<file path="config.mk">
export PLATFORM = sky130hd
export DESIGN_NAME = sigmoid_arbiter
export DESIGN_NICKNAME = d
export VERILOG_FILES = /design/src/rtl/sigmoid_arbiter.sv
export SDC_FILE = /design/constraint.sdc
export NUM_CORES = 1
export LEC_CHECK = 0
export ABC_CLOCK_PERIOD_IN_PS = 4030
export CAP_MARGIN = 40
export CORE_UTILIZATION = 25
export DETAILED_ROUTE_END_ITERATION = 7
export GPL_TIMING_DRIVEN = 0
export MAX_ROUTING_LAYER = met4
export PLACE_DENSITY = 0.57
export SYNTH_ARGS = -nofsm -noshare
export SYNTH_HDL_FRONTEND = slang
export SYNTH_HIERARCHICAL = 1
export SYNTH_SLANG_ARGS = --single-unit
</file>
<file path="constraint.sdc">
create_clock -name clk -period 4.03 [get_ports clk]
set_input_delay 0.403 -clock clk [delete_from_list [all_inputs] [get_ports clk]]
set_output_delay 0.403 -clock clk [all_outputs]
set_load 0.005 [all_outputs]
</file>
<file path="src/rtl/sigmoid_arbiter.sv">
// Round-robin front end that shares one sigmoid_func unit among NUM_REQ requesters.
// Requester IDs ride a tag pipeline beside the unit; results queue in a credit-limited FIFO.

module sigmoid_arbiter_chk #(
  parameter int NUM_REQ    = 4,
  parameter int OBUF_DEPTH = 4,
  parameter int CNT_W      = 3
) (
  input  logic               clk,
  input  logic               reset_n,
  input  logic               push,
  input  logic               pop,
  input  logic [CNT_W-1:0]   fifo_cnt,
  input  logic [NUM_REQ-1:0] req_ready
);
  a_no_overflow: assert property (@(posedge clk) disable iff (!reset_n)
    (push && !pop) |-> (fifo_cnt < CNT_W'(OBUF_DEPTH)));
  a_grant_onehot: assert property (@(posedge clk) disable iff (!reset_n)
    $onehot0(req_ready));
endmodule

module sigmoid_arbiter #(
  parameter int NUM_REQ    = 4,
  parameter int DATA_W     = 8,
  parameter int SIG_LAT    = 2,
  parameter int OBUF_DEPTH = 4,
  parameter int ID_W       = $clog2(NUM_REQ)
) (
  input  logic                      clk,
  input  logic                      reset_n,
  input  logic [NUM_REQ-1:0]        req_valid,
  input  logic [NUM_REQ*DATA_W-1:0] req_data,
  output logic [NUM_REQ-1:0]        req_ready,
  output logic                      sig_en,
  output logic [DATA_W-1:0]         sig_in,
  input  logic [DATA_W-1:0]         sig_out,
  output logic                      rsp_valid,
  input  logic                      rsp_ready,
  output logic [DATA_W-1:0]         rsp_data,
  output logic [ID_W-1:0]           rsp_id,
  output logic                      busy
);
  localparam int CNT_W = $clog2(OBUF_DEPTH + 1);
  localparam int PTR_W = (OBUF_DEPTH > 1) ? $clog2(OBUF_DEPTH) : 1;
  localparam logic [ID_W-1:0]  LAST_ID    = ID_W'(NUM_REQ - 1);
  localparam logic [ID_W:0]    NUM_SUM    = (ID_W + 1)'(NUM_REQ);
  localparam logic [PTR_W-1:0] LAST_PTR   = PTR_W'(OBUF_DEPTH - 1);
  localparam logic [CNT_W:0]   CREDIT_MAX = (CNT_W + 1)'(OBUF_DEPTH);

  logic [ID_W-1:0]     rr_ptr_r;
  logic [SIG_LAT-1:0]  tag_vld_r;
  logic [ID_W-1:0]     tag_id_r [SIG_LAT];
  logic [DATA_W-1:0]   fifo_data_r [OBUF_DEPTH];
  logic [ID_W-1:0]     fifo_id_r [OBUF_DEPTH];
  logic [PTR_W-1:0]    rd_ptr_r, wr_ptr_r;
  logic [CNT_W-1:0]    fifo_cnt_r, inflight_r;

  logic [CNT_W:0]      credit_used_s;
  logic                issue_ok_s, grant_vld_s, handshake_s, push_s, pop_s;
  logic [2*NUM_REQ-1:0] req_dbl_s;
  logic [ID_W-1:0]     offset_s, grant_id_s;
  logic [ID_W:0]       grant_sum_s;

  function automatic logic [ID_W-1:0] lowest_set(input logic [NUM_REQ-1:0] vec);
    lowest_set = '0;
    for (int k = NUM_REQ - 1; k >= 0; k--) begin
      if (vec[k]) lowest_set = ID_W'(k);
      else        lowest_set = lowest_set;
    end
  endfunction

  assign credit_used_s = {1'b0, inflight_r} + {1'b0, fifo_cnt_r};
  assign issue_ok_s    = (credit_used_s < CREDIT_MAX);

  // Rotate requests so rr_ptr_r sits at bit 0, then take the lowest set bit.
  always_comb begin
    req_dbl_s   = {req_valid, req_valid} >> rr_ptr_r;
    offset_s    = lowest_set(req_dbl_s[NUM_REQ-1:0]);
    grant_sum_s = {1'b0, rr_ptr_r} + {1'b0, offset_s};
    grant_vld_s = reset_n & issue_ok_s & (|req_dbl_s[NUM_REQ-1:0]);
    if (grant_sum_s >= NUM_SUM) grant_id_s = ID_W'(grant_sum_s - NUM_SUM);
    else                        grant_id_s = grant_sum_s[ID_W-1:0];
  end

  assign req_ready   = grant_vld_s ? (NUM_REQ'(1) << grant_id_s) : '0;
  assign handshake_s = |(req_valid & req_ready);
  assign sig_en      = reset_n;
  assign sig_in      = grant_vld_s ? req_data[grant_id_s*DATA_W +: DATA_W] : '0;
  assign push_s      = tag_vld_r[SIG_LAT-1];
  assign rsp_valid   = (fifo_cnt_r != '0);
  assign pop_s       = rsp_valid & rsp_ready;
  assign rsp_data    = fifo_data_r[rd_ptr_r];
  assign rsp_id      = fifo_id_r[rd_ptr_r];
  assign busy        = (inflight_r != '0) | (fifo_cnt_r != '0);

  // Round-robin pointer moves past the winner only on an accepted request.
  always_ff @(posedge clk or negedge reset_n) begin
    if (!reset_n) begin
      rr_ptr_r <= '0;
    end else if (handshake_s) begin
      rr_ptr_r <= (grant_id_s == LAST_ID) ? '0 : grant_id_s + ID_W'(1);
    end else begin
      rr_ptr_r <= rr_ptr_r;
    end
  end

  // Tags shift every cycle in lockstep with the fixed-latency unit.
  always_ff @(posedge clk or negedge reset_n) begin
    if (!reset_n) begin
      tag_vld_r <= '0;
      for (int s = 0; s < SIG_LAT; s++) tag_id_r[s] <= '0;
    end else begin
      tag_vld_r[0] <= handshake_s;
      tag_id_r[0]  <= grant_id_s;
      for (int s = 1; s < SIG_LAT; s++) begin
        tag_vld_r[s] <= tag_vld_r[s-1];
        tag_id_r[s]  <= tag_id_r[s-1];
      end
    end
  end

  // Output FIFO: circular storage with independent read/write pointers.
  always_ff @(posedge clk or negedge reset_n) begin
    if (!reset_n) begin
      for (int e = 0; e < OBUF_DEPTH; e++) begin
        fifo_data_r[e] <= '0;
        fifo_id_r[e]   <= '0;
      end
      wr_ptr_r <= '0;
      rd_ptr_r <= '0;
    end else begin
      if (push_s) begin
        fifo_data_r[wr_ptr_r] <= sig_out;
        fifo_id_r[wr_ptr_r]   <= tag_id_r[SIG_LAT-1];
        wr_ptr_r <= (wr_ptr_r == LAST_PTR) ? '0 : wr_ptr_r + PTR_W'(1);
      end
      if (pop_s) begin
        rd_ptr_r <= (rd_ptr_r == LAST_PTR) ? '0 : rd_ptr_r + PTR_W'(1);
      end
    end
  end

  // Occupancy counters; together they form the credit count gating new issues.
  always_ff @(posedge clk or negedge reset_n) begin
    if (!reset_n) begin
      fifo_cnt_r <= '0;
      inflight_r <= '0;
    end else begin
      case ({push_s, pop_s})
        2'b10:   fifo_cnt_r <= fifo_cnt_r + CNT_W'(1);
        2'b01:   fifo_cnt_r <= fifo_cnt_r - CNT_W'(1);
        default: fifo_cnt_r <= fifo_cnt_r;
      endcase
      case ({handshake_s, push_s})
        2'b10:   inflight_r <= inflight_r + CNT_W'(1);
        2'b01:   inflight_r <= inflight_r - CNT_W'(1);
        default: inflight_r <= inflight_r;
      endcase
    end
  end

  sigmoid_arbiter_chk #(
    .NUM_REQ   (NUM_REQ),
    .OBUF_DEPTH(OBUF_DEPTH),
    .CNT_W     (CNT_W)
  ) u_chk (
    .clk      (clk),
    .reset_n  (reset_n),
    .push     (push_s),
    .pop      (pop_s),
    .fifo_cnt (fifo_cnt_r),
    .req_ready(req_ready)
  );
endmodule
</file>
==> results.md <==
- The flow ran to the end, and the final reports show no timing, DRC or antenna violations.
- Between clock sinks in the finished design, the worst skew comes to 0.00524 ns.
- The wire length of the first global-routing pass is 11.2 mm.
- The utilization of the core after routing is 36.5%.
- The clock reaches the later pin of the worst-skew pair after 0.32 ns.
- The layout-stage area growth over the synthesis result is 39.7%.
- The H-tree was split into 3 levels.
- For this run the aggregate overflow at the end of global routing stands at 0.
- The number of global-route vias before repair is 2308.
- The maximum number of pins on one net before global-route repair is 39.
- The cell total after placement is 482.
- The cell with the biggest individual delay on the critical path is clkdlybuf4s50_1.
- The finished layout holds 498 standard cells, fillers aside.
- The library cell used most frequently in the layout, excluding fill and tap cells, is clkdlybuf4s50_1.
- Counting every net in the synthesized netlist gives 302.
- Across the whole layout, storage elements account for 0.00145 mm2.
- In this run the worst path has a maximum fanout of 10.
- The worst path in the final design needs a cycle of 3.80 ns, including I/O delays and setup.
- Prior to clock tree synthesis, the placed netlist has a worst setup slack of -0.528 ns.
- The root buffer cell is clkbuf_16.
- The detailed router finished its first iteration with 81 violations.
- In this design, the stage delay of the slowest critical-path cell is 0.47 ns.
- The hold violation total from the final report came to 0.
- The first detailed-routing pass ran for 4 iterations.
- The number of maximum-capacitance constraint violations is 0.
- The floorplan die height is 115 um.
- The share of synthesized area occupied by flip-flops and latches is 45.3%.
- TritonCTS built the clock tree.
- In this run, CTS created clock tree buffers numbering 9.
- The diode insertion count for antenna repair is 0.
- Counting flops and latches in the post-synthesis netlist gives 58.
- The path category of the worst min-delay check is in -> async.
- The count of flip-flops with a built-in enable after synthesis is 0.
- The multi-input combinational cells in the finished layout cover a total of 0.00167 mm2.
- The worst vdd rail ir drop is 0.398 mV.
- The Yosys step of the flow raised 6 warnings.
- The maximum frequency from static timing analysis is 263 MHz.
- The detailed placement HPWL is 4.98 mm.
- The total count of max-transition violations in the final report came to 0.
- The detailed-route wire length is 6.88 mm.
- The region available for standard cell placement spans 0.0123 mm2.
- Leaving out fill and tap cells, the most frequent cells in the layout are clkdlybuf4s50_1, dfrtp_1, mux2_2.
- For the final routed database, the setup TNS stands at 0 ns.
- Setup repair after global routing left no endpoint under its margin.
- After layout, the worst path uses 94.3% of the clock period.
- The count of nets after finishing is 385.
- The worst max-slew margin expressed relative to the limit is 57.3%.
- The signal on the critical path passes through clkdlybuf4s50_1 -> clkbuf_4 -> nor2b_2 -> a21oi_1 -> o21ai_0 -> nand2_1 -> o21ai_0 -> ha_2 -> xor2_4 -> xnor2_1 -> ha_2 -> a21o_1 -> o31ai_2 -> o22ai_2 -> inv_1 -> ha_1 -> inv_1 -> fa_1 -> xor2_1 -> nor2_1 -> xor2_1.
- The total chip power is 3.60 mW.
- The die covers 0.0133 mm2.
- The via-per-instance ratio is 4.47.
- The average footprint of a synthesized cell is 13.2 um2.
- At the worst endpoint, the arrival time is 4.04 ns.
- The worst setup path is of the in -> reg kind.
- The number of primary I/O pins is 72.
- The register clock-pin slew on the reported worst setup and hold paths is 0.05 ns.
- The count of mapped cells out of synthesis is 242.
- The total power density per cell area is 804 mW/mm2.
- The width of the die is 115 um.
- The fraction of final layout cells with drive strength greater than 1 is 25.8%.
- The number of clock sinks is 58.
- Port buffering added 69 buffers.
- The area of all placed cells without fillers is 0.00448 mm2.
- On the final layout, the worst hold slack is 0.0740 ns.
- The count of filler cells inserted in the layout is 1186.
- The starting utilization of the core area is 26.1%.
- The maximum number of buffers from clock root to sink is 2.
- The kind of capture point of the worst setup path is a flop.
- The routed wirelength normalized by instance count is 13.8 um.
- The detail route stage leaves a number of antenna-violating nets equal to 0.
- The critical path launch point type is an input pin.
- The placer congestion estimate is 0.699.
- The most used flip-flop cell after synthesis is dfrtp_1.
- In this run the cell area of the synthesized design comes to 0.00321 mm2.
- The post-synthesis cell type count is 48.
- Detailed routing inserted a total of 2226 vias.
- The number of antenna violations at the first check in global routing came to 0.
- The residual DRC count is 0.
- The setup slack of the critical path after layout is 0.230 ns.
- The transition at the pin with the smallest max-transition slack is 0.640 ns.
- Global routing used 11.4% of the available tracks.
- Setup violations remaining at the end of the flow were counted as 0.
- The analysis attributes to cell leakage a power of 1.87 nW.
- The critical path data required time is 4.27 ns.
- Once placement finished, the instance area stood at 0.00414 mm2.
- In this run the core area contains 40 standard-cell rows.
- In the synthesized netlist the async set-or-reset flop fraction comes to 100%.
## where the power goes
part	internal, mW	switching, mW	leakage (nW)
registers	0.884	0.177	0.696
logic	1.08	0.709	1.03
clock network	0.511	0.239	0.147
## final cells by class
class | count | share of cell area (%)
Clock inverter | 2 | 0.782
Timing Repair Buffer | 73 | 16.3
Buffer | 11 | 1.42
Sequential cell | 58 | 32.4
Multi-Input combinational cell | 157 | 37.3
Tap cell | 168 | 4.69
Clock buffer | 14 | 5.89
Inverter | 15 | 1.26
## synth_stat cells (all sizes together), types with 2 or more instances
| master | number | area share (%) |
|---|---|---|
| a21o | 2 | 0.47 |
| a21oi | 3 | 0.47 |
| a2bb2oi | 2 | 0.55 |
| and2b | 6 | 1.4 |
| buf | 5 | 1.0 |
| clkbuf | 7 | 0.82 |
| dfrtp | 58 | 45 |
| fa | 2 | 1.2 |
| ha | 11 | 4.3 |
| inv | 15 | 1.8 |
| mux2 | 42 | 15 |
| mux4 | 18 | 13 |
| nand2 | 14 | 1.6 |
| nor2 | 5 | 0.59 |
| nor2b | 3 | 0.59 |
| nor3 | 4 | 0.62 |
| nor3b | 2 | 0.47 |
| o21ai | 9 | 1.4 |
| o22ai | 2 | 0.59 |
| or3 | 2 | 0.39 |
| or4 | 2 | 0.47 |
| xnor2 | 5 | 1.6 |
| xor2 | 6 | 1.6 |
## path summary, 6_finish.rpt
path                               from         endpoint  slack (ns)  cells after the start
min in group clk            tag_id_r[3]      tag_id_r[1]        0.35                      0
max in group asynchronous       reset_n  fifo_data_r[23]        3.38                      2
setup / recovery           req_valid[3]    inflight_r[2]        0.23                     21
setup reg to reg            rr_ptr_r[1]    inflight_r[2]        0.33                     19
hold / removal                  reset_n  fifo_data_r[25]        0.07                      1
hold reg to reg             tag_id_r[3]      tag_id_r[1]        0.35                      0
## critical path, delay by kind of cell
family	cells	cell delay, ns
fa+ha+maj	4	1.03
compound gates	6	0.86
buf+inv	4	0.81
xor+xnor	4	0.60
simple gates	3	0.36
## timing repair
item / CTS / global route
buffers inserted: 0 / 1
setup endpoints to repair: 8 / 8
gates resized for setup: 4 / 9
hold buffers: 0 / 0
## cells by family (layout without fill, tap and decap cells)
kind of cell	Yosys count	in the layout	share of synthesized area (%)
AO/OA/AOI/OAI	28	28	6.48
XOR/XNOR	11	11	3.24
adder cells (fa/ha/maj)	13	13	5.54
buffers and inverters	27	115	3.59
flip-flops	58	58	45.3
multiplexers	61	61	28.3
AND/OR/NAND/NOR	44	44	7.57
## per-layer routing
metal	GRT usage, %	wire length [um]
met1	13.9	3220
met2	18.3	3290
met3	3.43	313
met4	3.38	58
met5	-	0
## registers in the layout (all words and copies together) (netlist names)
register,cells
wr_ptr_r,2
rr_ptr_r,2
tag_vld_r,2
inflight_r,3
tag_id_r,4
fifo_data_r,32
rd_ptr_r,2
fifo_id_r,8
fifo_cnt_r,3
No activity file was read; power rests on OpenSTA's default activity.
